### src/rtl/kernel_calc_bank.sv
// kernel_calc_bank: NUM_CH signed kernels applied to one shared pixel window.
// Four stages: product, sum, round (power-of-two divide), saturate.
// All channels share a single valid pipeline and a common en stall.

// One channel of the datapath: products, adder tree, rounding, clamp.
module kcb_lane #(
    parameter int IN_WIDTH      = 8,
    parameter int COEF_WIDTH    = 8,
    parameter int WIN           = 3,
    parameter int ACC_WIDTH     = 20,
    parameter int SHIFT         = 1,
    parameter int OUT_WIDTH     = 8,
    parameter int SIGNED_OUTPUT = 1
) (
    input  logic                               clk,
    input  logic                               rst_n,
    input  logic                               en,
    input  logic [WIN-1:0][IN_WIDTH:0]         pix,
    input  logic [WIN-1:0][COEF_WIDTH-1:0]     coef,
    output logic [OUT_WIDTH-1:0]               value,
    output logic                               sat
);
    localparam int PW = IN_WIDTH + 1 + COEF_WIDTH;

    // Clamp bounds, held at accumulator width so compares stay signed.
    localparam logic signed [ACC_WIDTH-1:0] SMAX =
        {{(ACC_WIDTH-OUT_WIDTH+1){1'b0}}, {(OUT_WIDTH-1){1'b1}}};
    localparam logic signed [ACC_WIDTH-1:0] SMIN =
        {{(ACC_WIDTH-OUT_WIDTH+1){1'b1}}, {(OUT_WIDTH-1){1'b0}}};
    localparam logic signed [ACC_WIDTH-1:0] UMAX =
        {{(ACC_WIDTH-OUT_WIDTH){1'b0}}, {OUT_WIDTH{1'b1}}};

    logic [WIN-1:0][PW-1:0]      prod_d, prod_q;
    logic signed [ACC_WIDTH-1:0] sum_d, sum_q, rnd_d, rnd_q;
    logic [OUT_WIDTH-1:0]        val_d;
    logic                        sat_d;

    // Signed products; coef is read here, so a same-edge write is not yet seen.
    always_comb begin
        prod_d = '0;
        for (int i = 0; i < WIN; i++)
            prod_d[i] = PW'($signed(pix[i])) * PW'($signed(coef[i]));
    end

    // Sum of all taps, sign-extended into the headroom of ACC_WIDTH.
    always_comb begin
        sum_d = '0;
        for (int i = 0; i < WIN; i++)
            sum_d = sum_d + ACC_WIDTH'($signed(prod_q[i]));
    end

    // Round half toward +inf, then arithmetic divide by 2^SHIFT.
    if (SHIFT > 0) begin : g_rnd
        localparam logic signed [ACC_WIDTH-1:0] HALF = ACC_WIDTH'(1) << (SHIFT - 1);
        assign rnd_d = (sum_q + HALF) >>> SHIFT;
    end else begin : g_nornd
        assign rnd_d = sum_q;
    end

    // Clamp to the output range and flag any change.
    always_comb begin
        val_d = rnd_q[OUT_WIDTH-1:0];
        sat_d = 1'b0;
        if (SIGNED_OUTPUT != 0) begin
            if (rnd_q > SMAX) begin
                val_d = SMAX[OUT_WIDTH-1:0];
                sat_d = 1'b1;
            end else if (rnd_q < SMIN) begin
                val_d = SMIN[OUT_WIDTH-1:0];
                sat_d = 1'b1;
            end
        end else begin
            if (rnd_q > UMAX) begin
                val_d = UMAX[OUT_WIDTH-1:0];
                sat_d = 1'b1;
            end else if (rnd_q < 0) begin
                val_d = '0;
                sat_d = 1'b1;
            end
        end
    end

    // Pipeline registers S1..S4, frozen when en is low.
    always_ff @(posedge clk or negedge rst_n) begin
        if (!rst_n) begin
            prod_q <= '0;
            sum_q  <= '0;
            rnd_q  <= '0;
            value  <= '0;
            sat    <= 1'b0;
        end else if (en) begin
            prod_q <= prod_d;
            sum_q  <= sum_d;
            rnd_q  <= rnd_d;
            value  <= val_d;
            sat    <= sat_d;
        end
    end
endmodule

module kernel_calc_bank #(
    parameter int IN_WIDTH      = 8,
    parameter int KERNEL_WIDTH  = 1,
    parameter int KERNEL_HEIGHT = 3,
    parameter int NUM_CH        = 2,
    parameter int COEF_WIDTH    = 8,
    parameter int SHIFT         = 1,
    parameter int OUT_WIDTH     = 8,
    parameter int SIGNED_INPUT  = 1,
    parameter int SIGNED_OUTPUT = 1,
    localparam int WIN       = KERNEL_WIDTH * KERNEL_HEIGHT,
    localparam int ACC_WIDTH = IN_WIDTH + 1 + COEF_WIDTH + $clog2(WIN) + 1,
    localparam int NCOEF     = NUM_CH * WIN,
    localparam int AW        = (NCOEF > 1) ? $clog2(NCOEF) : 1
) (
    input  logic                        clk,
    input  logic                        rst_n,
    input  logic                        en,
    input  logic                        valid_in,
    input  logic [IN_WIDTH*WIN-1:0]     values_in,
    input  logic                        coef_wr,
    input  logic [AW-1:0]               coef_addr,
    input  logic [COEF_WIDTH-1:0]       coef_data,
    output logic                        valid_out,
    output logic [OUT_WIDTH*NUM_CH-1:0] value_out,
    output logic [NUM_CH-1:0]           sat_out
);
    localparam int STAGES = 4;
    localparam logic [AW:0] NCOEF_W = (AW+1)'(NCOEF);

    logic [NCOEF-1:0][COEF_WIDTH-1:0] coef_q;
    logic [WIN-1:0][IN_WIDTH:0]       pix_ext;
    logic [STAGES:1]                  vld_pipe;

    // Coefficient file; writes ignore en and drop out-of-range addresses.
    always_ff @(posedge clk or negedge rst_n) begin
        if (!rst_n)
            coef_q <= '0;
        else if (coef_wr && ({1'b0, coef_addr} < NCOEF_W))
            coef_q[coef_addr] <= coef_data;
    end

    // Widen each pixel by one bit so unsigned pixels multiply as signed.
    for (genvar i = 0; i < WIN; i++) begin : g_pix
        assign pix_ext[i] = {(SIGNED_INPUT != 0) & values_in[i*IN_WIDTH + IN_WIDTH-1],
                             values_in[i*IN_WIDTH +: IN_WIDTH]};
    end

    // Valid shift register, moving in lockstep with the lane data.
    always_ff @(posedge clk or negedge rst_n) begin
        if (!rst_n)
            vld_pipe <= '0;
        else if (en)
            vld_pipe <= {vld_pipe[STAGES-1:1], valid_in};
    end

    assign valid_out = vld_pipe[STAGES];

    for (genvar c = 0; c < NUM_CH; c++) begin : g_ch
        kcb_lane #(
            .IN_WIDTH      (IN_WIDTH),
            .COEF_WIDTH    (COEF_WIDTH),
            .WIN           (WIN),
            .ACC_WIDTH     (ACC_WIDTH),
            .SHIFT         (SHIFT),
            .OUT_WIDTH     (OUT_WIDTH),
            .SIGNED_OUTPUT (SIGNED_OUTPUT)
        ) u_lane (
            .clk   (clk),
            .rst_n (rst_n),
            .en    (en),
            .pix   (pix_ext),
            .coef  (coef_q[c*WIN +: WIN]),
            .value (value_out[c*OUT_WIDTH +: OUT_WIDTH]),
            .sat   (sat_out[c])
        );
    end
endmodule

### config.mk
export PLATFORM = sky130hd
export DESIGN_NAME = kernel_calc_bank
export DESIGN_NICKNAME = d
export VERILOG_FILES = /design/src/rtl/kernel_calc_bank.sv
export SDC_FILE = /design/constraint.sdc
export NUM_CORES = 1
export LEC_CHECK = 0
export ABC_CLOCK_PERIOD_IN_PS = 11600
export CAP_MARGIN = 40
export CORE_ASPECT_RATIO = 2
export CORE_UTILIZATION = 25
export DETAILED_ROUTE_END_ITERATION = 16
export GPL_ROUTABILITY_DRIVEN = 0
export HOLD_SLACK_MARGIN = 0.05
export PLACE_DENSITY = 0.44
export SETUP_SLACK_MARGIN = 0.2
export SYNTH_ARGS = -nofsm -noshare
export SYNTH_HDL_FRONTEND = slang
export SYNTH_HIERARCHICAL = 1
export SYNTH_SLANG_ARGS = --single-unit
### constraint.sdc
create_clock -name clk -period 11.6 [get_ports clk]
set_clock_uncertainty 0.05 [all_clocks]
set_input_delay 2.32 -clock clk [delete_from_list [all_inputs] [get_ports clk]]
set_output_delay 2.32 -clock clk [all_outputs]
set_load 0.005 [all_outputs]
**Word-level counts from Yosys, hierarchy flattened**

Cells that the tools add are included.

- Output and inout bits: 19
- Logic and storage cells: 53
- Input bits: 40
- Register bits after elaboration: 244

- Add/sub/neg operators: 6
- Mux-type cells: 11
- Reductions and logical operators: 2
- $mul: 6
- $lt $le $gt $ge: 7

Operator list:

| operator | number |
|---|---|
| 8-bit by 8-bit multiplier with 16-bit output | 6 |
| 48-bit bitwise mux | 1 |
| 20-bit by 2-bit adder with 20-bit output (second input constant) | 2 |
| 8-bit two-way mux | 5 |
| 19-bit by 8-bit > comparator with 1-bit output (second input constant) | 2 |
| 19-bit by 8-bit less-than comparator with 1-bit output (second input constant) | 2 |
| 17-bit by 16-bit adder with 18-bit output | 2 |
| 16-bit by 16-bit adder with 17-bit output | 2 |
| 8-bit demux with 3-bit select | 1 |
| 3-bit by 4-bit less-than comparator with 1-bit output (second input constant) | 1 |
| 1-bit two-way mux | 4 |
| 3-bit by 1-bit greater-or-equal comparator with 1-bit output (second input constant) | 1 |
| 3-bit less-than comparator (second input constant) | 1 |
| 1-bit logical AND | 2 |

**Longest topological paths before layout**

Gate-level depths: netlist of the first run.

- Depth after elaboration: 5
- Depth in mapped cells: 18
- Mapped depth without buffers: 17

**By module**

The synthesis of the first run kept the hierarchy.

Modules (own cells, without submodules):

| module | area an instance (sq um) | instances | seq. area each (sq um) | cells each |
|---|---|---|---|---|
| kcb_lane at g_ch[0].u_lane | 13325.3 | 1 | 2452.4 | 1385 |
| kcb_lane at g_ch[1].u_lane | 13198.9 | 1 | 2452.4 | 1368 |
| kernel_calc_bank | 1978.1 | 1 | 1301.2 | 114 |

**Worst setup path after synthesis of the first run**

OpenSTA, ideal clock, no wires.

- Path kind: input to register
- From: in values_in[7]
- To: reg, netlist name g_ch[0].u_lane/prod_q[16]
- Library setup time: 0.125 ns
- Slack: 5.112 ns
- Stages: 16
- Arrival: 6.313 ns
- Buffers on the path: 0
- Data required time: 11.425 ns
- Cells stage by stage: and2_1 > fa_1 > inv_1 > fa_1 > inv_1 > fa_1 > inv_1 > fa_1 > inv_1 > ha_1 > a21oi_1 > inv_1 > or4_1 > o22ai_2 > xnor2_1 > mux2_4

- Word-level cells in the longest chain between the ends: 1

Ends and longest elaborated chain:

| element | line | source |
|---|---|---|
| start: declaration | 120 | `input logic [IN_WIDTH*WIN-1:0] values_in,` |
| 8-bit by 8-bit multiplier with 16-bit output | 42 | `prod_d[i] = PW'($signed(pix[i])) * PW'($signed(coef[i]));` |

No other way between the ends.
A chain may end at the register's enable or synchronous reset.

**Worst setup path after layout of the first run**

- From: in values_in[22]
- To: reg, netlist name g_ch[0].u_lane/prod_q[50]

- Word-level cells in the longest chain between the ends: 1

Ends and longest elaborated chain:

| element | line |
|---|---|
| 8-bit by 8-bit multiplier with 16-bit output | 42 |

No other way between the ends.

==> impl_metrics.ini, run 1 <==
[sta]
report.final.hold_viol_count = 0
grt_setup_unrepaired = false
final.setup.tns_ps = 0
tightestPinTransition_ps = 892
timing.slew.headroom = 0.406
maxClockFrequency_ghz = 0.145
setup_viol = 0
post-route-min-period_ps = 6890
finalMaxSlewViolations = 0
layout_worst_path_cycle_share = 0.594

[logic_synthesis]
synthesis.area_per_instance_sq_um = 9.94
ys.warnings.count = 6
synth_compound_gate_area_share = 0.0910
edff_count_synth = 0
yosys.area.top_type_share = 0.282
asyncSetResetFlopFracSynth = 1.00
syn-num-nets = 3531
synth.mux.area_fraction = 0.0568
netlist_instances = 2867
mappedNetlistArea_sq_mm = 0.0285
synth_top_family_by_area = adder cells
ys_seq_elements = 248
synth_simple_gate_area_share = 0.131
synth_xor_xnor_area_share = 0.0442
dominantRegCellSynth = sky130_fd_sc_hd__dfrtp_1
synth_largest_area_cell = sky130_fd_sc_hd__fa_1
synth_fa_ha_area_frac = 0.380
ys_types = 69
synth.yosys.seq_area_share = 0.218
synth_top_cells_by_area = sky130_fd_sc_hd__fa_1 (28%), sky130_fd_sc_hd__dfrtp_1 (22%), sky130_fd_sc_hd__ha_1 (9.7%)

[detailed_routing]
dr.first_iter.drc_count = 608
vias = 19537
avgRoutedWirePerCell_um = 16.4
drcViolationCount = 0
avgViaCountPerCell = 4.41
drt_pass1_iterations = 5
drt.antenna.violating_nets = 0
postRouteWirelength_mm = 72.7

[worst_setup_path]
timing.critical_path.to = g_ch[0].u_lane/prod_q[50]
setup.worst_path.start_class = input pin
reg2regPathDepth = 16
arrival_ps = 7310
cp_max_fo = 16
r2r_slack_ps = 6610
worstSetupPathDepth = 16
critical_path.max_stage_delay_ps = 860
cpLargestDelayFamily = adder cells
crit_path_top_delay_cell = sky130_fd_sc_hd__clkdlybuf4s50_1
cp_cell_sequence = clkdlybuf4s50_1, and2_1, fa_1, inv_1, fa_1, inv_1, fa_1, inv_1, fa_1, inv_1, ha_1, a21o_1, or4_1, o22ai_2, xnor2_1, mux2_2
crit-reg2reg-launch = coef_q[18]
cp_num_buf_inv = 5
worstSetupPathType = in -> reg
cp-startpoint = values_in[22]
reg2reg_to = g_ch[0].u_lane/prod_q[50]
worstPathRequired_ps = 12010
end_kind = register

[clock_network]
clock_tree.buffer_depth = 3
cts_num_sinks = 248
cts_repair_resize_count = 0
numCtsBuffers = 27
cts_hold_buffers = 0
clk_transition_reported_paths_ps = 70
post_cts_buffers = 0
clock_tree.htree_level_count = 1
clock_latency_ps = 590
cts_tree = yes
clk_root_buffer_cell = sky130_fd_sc_hd__clkbuf_16

[job]
drv_cap = 0

[layout]
layout.filler_cells = 12225
leading_cell_type_in_the_layout_fill_and_taps_excluded = sky130_fd_sc_hd__inv_1
nNetsFinal = 3582
fraction_of_layout_instances_using_a_drive_strength_above_1 = 0.0783
syn2layout_area_growth_pct = 11.6
most-common-layout-cells = sky130_fd_sc_hd__inv_1 (535), sky130_fd_sc_hd__fa_1 (402), sky130_fd_sc_hd__and2_1 (251)

[placement]
place.detailed.hpwl_mm = 59.5
port_buffers = 58

[min_path]
holdPathStages = 1
worst_hold_path_type = reg -> reg

[global_route]
grtUsageTotal = 0.132
largest_net_degree_at_the_start_of_global_routing = 138
grt_pass1_wl_mm = 119
antenna_violations_before_repair = 2
grt_overflow_total = 0
grt_pass1_vias = 21751

[floorplan]
rows = 174
die_height_um = 480
die-area_sq_mm = 0.115
core_area_sq_mm = 0.113
fp.dieW_um = 241
start_util = 0.253
io_pins = 59

[outcome]
status = completed
## layout make-up
class,instances,area (sq um),area share
antenna,1,2.50,0.0000786
clock inverter,12,148,0.00464
clock buffer,36,749,0.0236
tap,1496,1870,0.0588
timing repair buffer,78,751,0.0236
multi-input combinational,2022,20100,0.630
inverter,541,2030,0.0638
sequential,248,6210,0.195
## sequential cells by signal, indices dropped and copies added, names as in the netlist
name,count
g_ch.u_lane/prod_q,102
g_ch.u_lane/sat,2
g_ch.u_lane/sum_q,38
coef_q,48
g_ch.u_lane/value,16
g_ch.u_lane/rnd_q,38
vld_pipe,4
## through the flow
step	cells	hold slack [ps]	instance area, sq um	util	setup slack (ps)
global placement	4384	428	30900	0.274	4080
detailed placement	4385	423	30900	0.274	4070
finish	4434	435	31800	0.282	4710
global route	4434	462	31800	0.282	4390
floorplan	2867	422	28500	-	5110
CTS	4433	442	31800	0.282	4690
## worst register-to-register path, stage by stage, from the launching register on
cell,delay [ps]
sky130_fd_sc_hd__dfrtp_1,540
sky130_fd_sc_hd__nand2_1,190
sky130_fd_sc_hd__inv_1,100
sky130_fd_sc_hd__fa_1,600
sky130_fd_sc_hd__inv_1,160
sky130_fd_sc_hd__fa_1,550
sky130_fd_sc_hd__inv_1,50
sky130_fd_sc_hd__fa_1,520
sky130_fd_sc_hd__inv_1,50
sky130_fd_sc_hd__fa_1,530
sky130_fd_sc_hd__inv_1,40
sky130_fd_sc_hd__ha_1,340
sky130_fd_sc_hd__a21o_1,210
sky130_fd_sc_hd__or4_1,420
sky130_fd_sc_hd__o22ai_2,150
sky130_fd_sc_hd__xnor2_1,90
sky130_fd_sc_hd__mux2_2,260
## Yosys cell counts (6+ instances only)
cell	n
sky130_fd_sc_hd__a21oi_1	89
sky130_fd_sc_hd__ha_1	222
sky130_fd_sc_hd__o211ai_1	7
sky130_fd_sc_hd__o31ai_1	7
sky130_fd_sc_hd__nand2_1	188
sky130_fd_sc_hd__o21ai_1	14
sky130_fd_sc_hd__o2bb2ai_1	20
sky130_fd_sc_hd__nand4b_1	6
sky130_fd_sc_hd__clkinv_1	6
sky130_fd_sc_hd__nor4_1	10
sky130_fd_sc_hd__nor3_1	14
sky130_fd_sc_hd__and3_1	11
sky130_fd_sc_hd__a31oi_1	14
sky130_fd_sc_hd__o31a_1	7
sky130_fd_sc_hd__o21bai_1	22
sky130_fd_sc_hd__o21ai_0	71
sky130_fd_sc_hd__buf_1	11
sky130_fd_sc_hd__clkbuf_1	40
sky130_fd_sc_hd__dfrtp_1	248
sky130_fd_sc_hd__inv_1	535
sky130_fd_sc_hd__xor2_1	41
sky130_fd_sc_hd__o21a_1	28
sky130_fd_sc_hd__a21o_1	29
sky130_fd_sc_hd__a211oi_1	30
sky130_fd_sc_hd__nor2_1	144
sky130_fd_sc_hd__and2_1	251
sky130_fd_sc_hd__xnor2_1	103
sky130_fd_sc_hd__nand4_1	12
sky130_fd_sc_hd__fa_1	402
sky130_fd_sc_hd__nand3_1	32
sky130_fd_sc_hd__mux2_2	137
sky130_fd_sc_hd__o311ai_0	9
sky130_fd_sc_hd__nor2b_1	16
sky130_fd_sc_hd__nand2b_1	14
## cells by family (layout without fill, tap and decap cells)
family | after synthesis | count (layout)
flops | 248 | 248
buf+inv | 597 | 667
compound gates | 386 | 386
other cells | 0 | 1
fa+ha+maj | 624 | 624
simple gates | 725 | 725
xor+xnor | 144 | 144
mux | 143 | 143
## routing by layer
layer | part of all wire | track usage | up-vias
met2 | 0.59 | 0.270 | 162
li1 | - | - | 9240
met5 | 0 | 0 | -
met4 | 0.027 | 0.0408 | 0
met1 | 0.37 | 0.140 | 10059
met3 | 0.017 | 0.00925 | 76
## worst min path at each step
stage                                         start                        end  slack (ps)
final                       g_ch[1].u_lane/value[3]    g_ch[1].u_lane/value[3]         440
after global routing        g_ch[1].u_lane/value[2]    g_ch[1].u_lane/value[2]         460
after CTS                               vld_pipe[3]                vld_pipe[4]         440
after detailed placement    g_ch[1].u_lane/value[3]    g_ch[1].u_lane/value[3]         420
after global placement      g_ch[0].u_lane/value[1]    g_ch[0].u_lane/value[1]         430
after floorplan           g_ch[0].u_lane/prod_q[49]  g_ch[0].u_lane/prod_q[49]         420
Power of run 1 is not shown: default switching activity piles up to over one toggle a cycle in this logic, so the estimate is an artifact.
==> run 2, diff against run 1 <==
Settings changed: ABC_CLOCK_PERIOD_IN_PS 11600 to 5800, PLACE_DENSITY 0.44 to 0.45.
Clock period 11.6 ns to 5.8 ns, I/O delays scaled along.
==> run 2 against run 1 <==
Against the previous run: routed wire length grew 2.6%; sequential share of layout area is 1.1 points lower; critical path depth increased by 3; final cell count increased by 5.0%; register-to-register slack got worse by 5700 ps; utilization is 1.7 points higher; global-route usage up 0.31 points; die area unchanged; setup slack worse by 4300 ps; non-clock buffer count is 216 higher; flip-flop and latch count unchanged.
==> impl_metrics.ini, run 2 (same netlist as run 1, synthesis figures left out) <==
[sta]
timing.slew.headroom = 0.488
layout_worst_path_cycle_share = 0.924
setup_viol = 0
grt_setup_unrepaired = true
report.final.hold_viol_count = 0
post-route-min-period_ps = 5360
maxClockFrequency_ghz = 0.187
whs_ps = 386
finalMaxSlewViolations = 0
tightestPinTransition_ps = 765
final.setup.tns_ps = 0

[worst_setup_path]
setup.worst_path.start_class = input pin
worstSetupPathType = in -> reg
cp_max_fo = 15
arrival_ps = 5820
worstSetupPathDepth = 19
reg2regPathDepth = 16
critical_path.max_stage_delay_ps = 560
worstPathRequired_ps = 6260
cp_cell_sequence = clkdlybuf4s50_1, buf_4, buf_4, nand2_1, fa_1, fa_1, inv_1, fa_1, inv_1, fa_1, inv_1, ha_1, buf_4, nand2_1, o31ai_1, o31a_1, a21oi_1, xnor2_1, mux2_2
end_kind = register
crit_path_top_delay_cell = sky130_fd_sc_hd__fa_1
cpLargestDelayFamily = adder cells
cp_num_buf_inv = 7
crit_top_cell = sky130_fd_sc_hd__fa_1

[layout]
finalNonFillerCells = 4655
fraction_of_layout_instances_using_a_drive_strength_above_1 = 0.144
nNetsFinal = 3800
most-common-layout-cells = sky130_fd_sc_hd__inv_1 (535), sky130_fd_sc_hd__fa_1 (402), sky130_fd_sc_hd__and2_1 (251)
layout.filler_cells = 12087
layout_top_registers = g_ch.u_lane/prod_q (102), coef_q (48)
largest_register_ff_count = 102
leading_cell_type_in_the_layout_fill_and_taps_excluded = sky130_fd_sc_hd__inv_1
regMostFlops = g_ch.u_lane/prod_q
syn2layout_area_growth_pct = 18.4

[global_route]
grtUsageTotal = 0.136
grt_overflow_total = 0
largest_net_degree_at_the_start_of_global_routing = 130
grt_pass1_wl_mm = 122
antenna_violations_before_repair = 4
grt_pass1_vias = 22853

[job]
drv_cap = 0

[outcome]
status = completed

[floorplan]
core_area_sq_mm = 0.113
fp.dieW_um = 241
rows = 174
io_pins = 59
die-area_sq_mm = 0.115
start_util = 0.253
die_height_um = 480

[detailed_routing]
drcViolationCount = 0
vias = 20313
avgRoutedWirePerCell_um = 16.0
drt_pass1_iterations = 5
postRouteWirelength_mm = 74.6
drt.antenna.violating_nets = 0
dr.first_iter.drc_count = 654
avgViaCountPerCell = 4.36

[placement]
port_buffers = 58
place.detailed.hpwl_mm = 61.6
place.detailed.instances = 4601

[clock_network]
cts_tree = yes
cts_num_sinks = 248
cts_hold_buffers = 0
clock_tree.buffer_depth = 3
numCtsBuffers = 29
clk_root_buffer_cell = sky130_fd_sc_hd__clkbuf_16
clock_latency_ps = 620
clk_transition_reported_paths_ps = 70
clock_tree.htree_level_count = 1

[min_path]
worst_hold_path_type = in -> async
## run 2: area by class of cell
| type | count | area [sq um] | area share |
|---|---|---|---|
| Antenna cell | 1 | 2.50 | 0.0000742 |
| Clock buffer | 34 | 774 | 0.0230 |
| Clock inverter | 19 | 211 | 0.00627 |
| Timing Repair Buffer | 294 | 2570 | 0.0762 |
| Multi-Input combinational cell | 2022 | 20100 | 0.595 |
| Sequential cell | 248 | 6210 | 0.184 |
| Inverter | 541 | 2030 | 0.0602 |
| Tap cell | 1496 | 1870 | 0.0555 |
## run 2: worst paths after layout
kind	startpoint	end	slack (ps)
min in group clk	g_ch[0].u_lane/value[2]	g_ch[0].u_lane/value[2]	440
max in group asynchronous	rst_n	g_ch[0].u_lane/prod_q[28]	4270
worst min-delay path	rst_n	g_ch[1].u_lane/prod_q[32]	390
worst max-delay path	values_in[7]	g_ch[1].u_lane/prod_q[14]	440
worst min register to register	g_ch[0].u_lane/value[2]	g_ch[0].u_lane/value[2]	440
worst max register to register	coef_q[7]	g_ch[0].u_lane/prod_q[14]	950
## run 2: worst register-to-register path: stages (launching register included)
cell and delay (ps):
sky130_fd_sc_hd__dfrtp_1 380, sky130_fd_sc_hd__clkinv_1 300, sky130_fd_sc_hd__nor2_1 250, sky130_fd_sc_hd__fa_1 450, sky130_fd_sc_hd__fa_1 600, sky130_fd_sc_hd__fa_1 580
sky130_fd_sc_hd__inv_1 60, sky130_fd_sc_hd__fa_1 530, sky130_fd_sc_hd__inv_1 40, sky130_fd_sc_hd__ha_1 310, sky130_fd_sc_hd__buf_4 150, sky130_fd_sc_hd__o21a_1 180
sky130_fd_sc_hd__o21ba_2 190, sky130_fd_sc_hd__o41a_1 130, sky130_fd_sc_hd__o21ai_0 250, sky130_fd_sc_hd__nand4b_1 130, sky130_fd_sc_hd__o311ai_0 130
## run 2: what timing repair did
item / 4_1_cts / 5_1_grt
resized for setup: 0 / 2
hold endpoints to repair: 0 / 0
setup buffers: 0 / 0
endpoints found under the setup margin: 0 / 4
## run 2: layer usage
| metal | up-vias | routed length, um | global-route usage |
|---|---|---|---|
| li1 | 9695 | - | - |
| met1 | 10340 | 26900 | 0.140 |
| met2 | 171 | 44000 | 0.277 |
| met3 | 103 | 1370 | 0.00891 |
| met4 | 4 | 2370 | 0.0466 |
| met5 | - | 33 | 0 |
## run 2: stage by stage
step                cell area, sq um  setup slack, ps  utilization
finish                         33700              438        0.299
global route                   33700              193        0.299
CTS                            33700              393        0.299
detailed placement             32700             -239        0.290
global placement               32700             -270        0.290
floorplan                      28500              472            -
Power of run 2 is left out for the same reason.
==> run 3, diff against run 2 <==
Settings changed: RECOVER_POWER set to 100.
==> run 3 against run 2 <==
Against the previous run: the run now ends with capacitance limit, slew limit left; critical path depth did not move; setup slack worse by 110 ps; first-iteration DRC count increased by 0.15%; register-to-register slack is essentially flat; flip-flop and latch count unchanged; sequential share of layout area increased by 0.087 points; global-route usage did not move; routed wire length about the same; die area did not move; fmax is 1.9% lower; critical endpoint is now g_ch[1].u_lane/prod_q[50].
==> impl_metrics.ini, run 3 (same netlist as run 1, synthesis figures left out) <==
[global_route]
largest_net_degree_at_the_start_of_global_routing = 130
grtUsageTotal = 0.136
antenna_violations_before_repair = 4
grt_overflow_total = 0
grt_pass1_wl_mm = 122
grt_pass1_vias = 22853

[detailed_routing]
dr.first_iter.drc_count = 655
dr_wl_met2_mm = 44.0
postRouteWirelength_mm = 74.7
drcViolationCount = 0
vias = 20347
met3RoutedLength_mm = 1.38
drt_pass1_iterations = 5
avgRoutedWirePerCell_um = 16.0
drt.antenna.violating_nets = 0
avgViaCountPerCell = 4.37
route.layer.met1.wl_mm = 26.9
max_layer_used = met5

[sta]
timing.slew.headroom = -0.695
post-route-min-period_ps = 5470
maxClockFrequency_ghz = 0.183
setup_viol = 0
tightestPinTransition_ps = 2540
layout_worst_path_cycle_share = 0.943
whs_ps = 439
report.final.hold_viol_count = 0
finalMaxSlewViolations = 196
grt_setup_unrepaired = true

[min_path]
holdPathStages = 1
worst_hold_path_type = reg -> reg
hold_start = g_ch[0].u_lane/value[2]
hold_path_end = g_ch[0].u_lane/value[2]

[floorplan]
rows = 174
start_util = 0.253
die-area_sq_mm = 0.115
core_area_sq_mm = 0.113
die_height_um = 480
io_pins = 59
fp.dieW_um = 241

[worst_setup_path]
worstPathRequired_ps = 6220
crit-reg2reg-launch = coef_q[7]
cp_max_fo = 11
reg2regPathDepth = 16
arrival_ps = 5880
reg2reg_to = g_ch[0].u_lane/prod_q[14]
r2r_slack_ps = 940
end_kind = register
setup.worst_path.start_class = input pin
worstSetupPathType = in -> reg

[outcome]
violated_checks = capacitance limit, slew limit
status = finished with violations

[layout]
layout_top_registers = g_ch.u_lane/prod_q (102), coef_q (48)
most-common-layout-cells = sky130_fd_sc_hd__inv_1 (535), sky130_fd_sc_hd__fa_1 (402), sky130_fd_sc_hd__dfrtp_1 (248)
largest_register_ff_count = 102
final-seq-area_sq_mm = 0.00621
syn2layout_area_growth_pct = 17.8
leading_cell_type_in_the_layout_fill_and_taps_excluded = sky130_fd_sc_hd__inv_1
nNetsFinal = 3800
layout.filler_cells = 12116
fraction_of_layout_instances_using_a_drive_strength_above_1 = 0.136
regMostFlops = g_ch.u_lane/prod_q
multi_input_comb_area_sq_mm = 0.0200

[clock_network]
clock_tree.htree_level_count = 1
numCtsBuffers = 29
clock_tree.buffer_depth = 3
clock_latency_ps = 620
post_cts_buffers = 0
cts_num_sinks = 248
clk_transition_reported_paths_ps = 60
clk_root_buffer_cell = sky130_fd_sc_hd__clkbuf_16
cts_tree = yes

[job]
drv_cap = 4

[placement]
place.detailed.hpwl_mm = 61.6
port_buffers = 58
## run 3: what timing repair did
action | CTS | global route
endpoints found under the setup margin | 0 | 4
hold buffers | 0 | 0
gates resized for setup | 0 | 2
## run 3: worst max-delay path by stage
stage	from	endpoint	cells after the start
floorplan	values_in[7]	g_ch[0].u_lane/prod_q[16]	16
global placement	values_in[7]	g_ch[0].u_lane/prod_q[16]	18
detailed placement	values_in[7]	g_ch[1].u_lane/prod_q[14]	18
CTS	values_in[7]	g_ch[1].u_lane/prod_q[14]	18
global route	values_in[4]	g_ch[0].u_lane/prod_q[15]	19
finish	values_in[16]	g_ch[1].u_lane/prod_q[50]	19
## run 3: layer usage
layer,vias up,track usage
met4,4,0.0466
met5,-,0
met1,10371,0.140
li1,9693,-
met2,177,0.277
met3,102,0.00891
## run 3: through the flow
stage | setup slack, ps | cells | TNS [ps] | utilization | instance area [sq um]
global route | 108 | 4655 | 0 | 0.298 | 33600
CTS | 393 | 4654 | 0 | 0.299 | 33700
floorplan | 472 | 2867 | 0 | - | 28500
global placement | -270 | 4599 | -2770 | 0.290 | 32700
finish | 333 | 4655 | 0 | 0.298 | 33600
detailed placement | -239 | 4601 | -2990 | 0.290 | 32700
## run 3: area by class of cell
| class | instances | area share |
|---|---|---|
| multi-input combinational | 2022 | 0.595 |
| sequential | 248 | 0.185 |
| inverter | 541 | 0.0605 |
| antenna | 1 | 0.0000745 |
| clock inverter | 19 | 0.00630 |
| clock buffer | 34 | 0.0231 |
| tap | 1496 | 0.0557 |
| timing repair buffer | 294 | 0.0741 |
## run 3: critical path, cell delays in order
cell	delay (ps)
sky130_fd_sc_hd__dlygate4sd3_1	550
sky130_fd_sc_hd__buf_4	160
sky130_fd_sc_hd__clkbuf_1	450
sky130_fd_sc_hd__and2_0	210
sky130_fd_sc_hd__ha_1	140
sky130_fd_sc_hd__inv_1	50
sky130_fd_sc_hd__fa_1	520
sky130_fd_sc_hd__inv_1	60
sky130_fd_sc_hd__fa_1	470
sky130_fd_sc_hd__inv_1	50
sky130_fd_sc_hd__fa_1	480
sky130_fd_sc_hd__inv_1	40
sky130_fd_sc_hd__ha_1	280
sky130_fd_sc_hd__o21a_2	210
sky130_fd_sc_hd__o31a_1	140
sky130_fd_sc_hd__o311a_4	380
sky130_fd_sc_hd__a211oi_1	260
sky130_fd_sc_hd__xnor2_1	180
sky130_fd_sc_hd__a21oi_1	90
Power of run 3 is left out for the same reason.
==> RTL change 1 (config.mk and constraints of run 3) <==
`SIGNED_OUTPUT` is set to 1 in 2 places; all go to 0.
--- a/src/rtl/kernel_calc_bank.sv
+++ b/src/rtl/kernel_calc_bank.sv
@@ -12,3 +12,3 @@
     parameter int OUT_WIDTH     = 8,
-    parameter int SIGNED_OUTPUT = 1
+    parameter int SIGNED_OUTPUT = 0
 ) (
@@ -109,3 +109,3 @@
     parameter int SIGNED_INPUT  = 1,
-    parameter int SIGNED_OUTPUT = 1,
+    parameter int SIGNED_OUTPUT = 0,
     localparam int WIN       = KERNEL_WIDTH * KERNEL_HEIGHT,
Formal check against the unedited RTL: not equivalent (a bounded check fails within 10 cycles, from zero or initial values and one cycle with rst_n low).
==> RTL change 1 against run 3 <==
The flow still finishes with violations (capacitance limit, slew limit). Sequential cell count unchanged. Setup slack better by 0.027 ns. Routed wire length up 0.98%. Hold slack worse by 0.020 ns. First-iteration DRC count down 11%. Die area up 0.47%. Non-clock buffer count down 35. Global-route usage up 0.14 points. Count of clock-buffer cells in the layout up 6. Sequential share of layout area up 0.098 points. Design area down 0.53%. Synthesized area up 0.47%.
Power is not shown: default switching activity piles up to over one toggle a cycle in this logic, so the estimate is an artifact.
==> RTL change 1: results (changes against run 3) <==
Run status
  • Status: finished, violations left
  • Failing checks: capacitance limit, slew limit

Critical path
  • R2R Setup Slk: 0.98 ns (+0.04 ns)

Place
  • Cell Area, Placed: 0.03265 mm2 (-0.28%)
  • Pre-CTS setup slack: -0.1634 ns (+0.07545 ns)
  • Detailed Place HPWL: 62490 um (+1.4%)

Route
  • DRT Pass-1 Iters: 4 (-1)
  • Vias per cell: 4.337 (-0.78%)
  • First DRT Iteration DRCs: 585 (-11%)
  • Routed wire length per instance: 16.26 um (+1.3%)

Final layout
  • Layout cells sized above 1: 0.1213 (-0.01487)
  • Final nets: 3776 (-0.63%)
  • Non-filler instance count after layout: 4638 (-0.37%)

Timing
  • Hold_ws: 0.4198 ns (-0.01958 ns)
  • Max Transition Viols Final: 300 (+53%)
  • Rel. slew slack: -1.693 (-0.9979)
  • Time the worst path needs with I/O delays and setup: 5.440 ns (-0.02698 ns)

Global routing
  • First-pass GRT wire length: 123400 um (+1.5%)
  • Total track usage: 0.1370 (+0.001434)
  • Largest net degree at the start of global routing: 157 (+21%)
  • Vias in the first global route: 22454 (-1.7%)

Synth
  • Cells after Synth: 2885 (+0.63%)
  • Top cells by area, synth: fa_1 28%, dfrtp_1 22%, ha_1 9.7%
  • Post-Syn Nets: 3549 (+0.51%)
  • Sequential element share of the synthesized area: 0.2167 (-0.001018)

Flow run
  • Max Cap Violations: 5 (+1)
RTL change 1: worst paths after layout:
check | to | cells after the start | startpoint
hold reg to reg | g_ch[1].u_lane/value[7]$_DFFE_PN0P_ | 1 | g_ch[1].u_lane/value[7]$_DFFE_PN0P_
setup / recovery | g_ch[0].u_lane/prod_q[14]$_DFFE_PN0P_ | 17 | values_in[3]
setup reg to reg | g_ch[1].u_lane/prod_q[50]$_DFFE_PN0P_ | 15 | coef_q[47]$_DFFE_PN0P_
max in group asynchronous | g_ch[1].u_lane/prod_q[46]$_DFFE_PN0P_ | 2 | rst_n
hold / removal | g_ch[1].u_lane/value[7]$_DFFE_PN0P_ | 1 | g_ch[1].u_lane/value[7]$_DFFE_PN0P_
min in group asynchronous | g_ch[1].u_lane/prod_q[40]$_DFFE_PN0P_ | 1 | rst_n
RTL change 1: routing by layer:
metal  GRT usage  part of all wire  up-vias
li1            -                 -     9696
met1      0.1341              0.34    10085
met2      0.2760              0.58      201
met3     0.01273             0.020      122
met4     0.06981             0.058       10
met5           0           0.00080        -
RTL change 1: cell type report:
class                      count  area [um2]
fill                       12011       80240
multi-input combinational   2031       20060
sequential                   248        6206
timing repair buffer         259        2281
inverter                     543        2038
tap                         1504        1882
clock buffer                  40       827.0
clock inverter                12       102.6
antenna                        1       2.502
RTL change 1: logic make-up (layout without fill, tap and decap cells):
logic type,count (synthesis),after routing,synth area share
other,0,1,0
and+or+nand+nor,755,755,0.1394
buffers and inverters,606,854,0.07983
adders and majority gates,624,624,0.3780
DFF,248,248,0.2167
xor gates and xnor gates,139,139,0.04251
muxes,134,134,0.05278
AOI/OAI and AO/OA,379,379,0.09075
==> RTL change 2 (flow settings as in run 3) <==
Without the edit above. Make the reset (`rst_n`) synchronous in 3 clocked blocks.
--- a/src/rtl/kernel_calc_bank.sv
+++ b/src/rtl/kernel_calc_bank.sv
@@ -83,3 +83,3 @@
     // Pipeline registers S1..S4, frozen when en is low.
-    always_ff @(posedge clk or negedge rst_n) begin
+    always_ff @(posedge clk) begin
         if (!rst_n) begin
@@ -135,3 +135,3 @@
     // Coefficient file; writes ignore en and drop out-of-range addresses.
-    always_ff @(posedge clk or negedge rst_n) begin
+    always_ff @(posedge clk) begin
         if (!rst_n)
@@ -149,3 +149,3 @@
     // Valid shift register, moving in lockstep with the lane data.
-    always_ff @(posedge clk or negedge rst_n) begin
+    always_ff @(posedge clk) begin
         if (!rst_n)
Function: changed (a bounded check fails within 10 cycles, from zero or initial values and one cycle with rst_n low; the reset may be asserted at any time).
==> RTL change 2 against run 3 <==
The flow still finishes with violations (capacitance limit, slew limit). Synthesized area shrank 2.4%. Routed wire length is 4.7% higher. Core utilization about the same. Non-clock buffer count rose by 8. Design area shrank 2.6%. Via count rose by 4.0%. Sequential cell count is the same. Synthesized cell count up 8.8%. Die area is 2.4% lower. Setup slack worse by 0.049 ns. Critical endpoint is now g_ch[0].u_lane/prod_q[31]$_SDFFE_PN0P_.
Power is left out: it rests on default switching activity, and per cell area and clock period it moved more than threefold.
==> RTL change 2: results (changes against run 3) <==
Global routing
  • Total track usage: 0.1421 (+0.006514)
  • GRT met1 Usage: 0.1353 (-0.004963)
  • Vias in the first global route: 23156 (+1.3%)
  • Met3 Usage GRT: 0.01130 (+0.002391)
  • Number of antenna violations at the first check in global routing: 5 (+1)
  • First-pass GRT wire length: 125400 um (+3.2%)
  • Met2 GRT Util: 0.3015 (+0.02410)

Synth
  • Synth top cells by count: 531 x inv_1, 402 x fa_1, 287 x nand2_1, 249 x and2_1, 248 x dfxtp_1
  • Sequential element share of the synthesized area: 0.1785 (-0.03924)
  • Adder-Cell Fraction of Synth Area: 0.3892 (+0.009397)
  • Top cells by area, synth: fa_1 29%, dfxtp_1 18%, ha_1 10%

Clocking
  • Worst skew pair latency: 0.60 ns (-0.02 ns)
  • Cts bufs inserted: 28 (-3.4%)

Critical path
  • Largest stage delay, worst path: 0.66 ns (+0.11 ns)
  • Critical Path Start: values_in[14]
  • Critical Path AT: 5.95 ns (+0.07 ns)
  • CP endpoint: g_ch[0].u_lane/prod_q[31]$_SDFFE_PN0P_

Final layout
  • Buffer share of cell area: 0.07557 (+0.001458)
  • Fill cell count: 11764 (-2.9%)
  • Clk_buf instances: 37 (+8.8%)
  • ClkCell Share: 0.02862 (-0.0007407)
  • Layout cells sized above 1: 0.08511 (-0.05106)
  • Logic inverters: 540 (-0.18%)

Route
  • WL met1: 27160 um (+1.0%)
  • Routed WL: 78180 um (+4.7%)
  • Vias per cell: 4.351 (-0.45%)
  • DRT Pass-1 Iters: 4 (-1)

Flow run
  • Max Cap Violations: 1 (-3)

Run status
  • Failing checks: capacitance limit, slew limit
  • Status: finished, violations left

Timing
  • Hold_ws: 0.4088 ns (-0.03058 ns)
  • Max Transition Viols Final: 41 (-79%)

Min path
  • Worst hold stages: 2 (+1)
  • Hold path endpoint: g_ch[0].u_lane/value[0]$_SDFFE_PN0P_

Place
  • Pre-CTS setup slack: -0.2393 ns (-0.0004470 ns)
RTL change 2: changes by cell type in the layout (fill, tap and decap cells not counted), moves of 21 or more:
cell,change
o21ai_0,+21
a211oi_1,+32
mux2_2,-136
nand2_1,+99
mux2i_1,+94
nand3_1,+32
dfxtp_1,+248
dfrtp_1,-248
a21oi_1,+28
nor2_1,+55
RTL change 2: stage by stage:
step                      TNS [ns]  utilization  area (um2)
after floorplan                  0            -       27810
after detailed placement    -2.490       0.2895       31840
after global routing             0       0.2973       32700
final                            0       0.2973       32700
after CTS                        0       0.2980       32780
after global placement      -1.905       0.2894       31830
RTL change 2: what timing repair did:
item                                    in CTS  in global routing
endpoints found under the hold margin        0                  0
endpoints found under the setup margin       0                  1
gates resized for setup                      0                  2
RTL change 2: kinds of logic after synthesis:
family	Yosys count
buf+inv	629
simple gates	936
xor+xnor	136
flops	248
compound gates	448
mux	99
fa+ha+maj	624
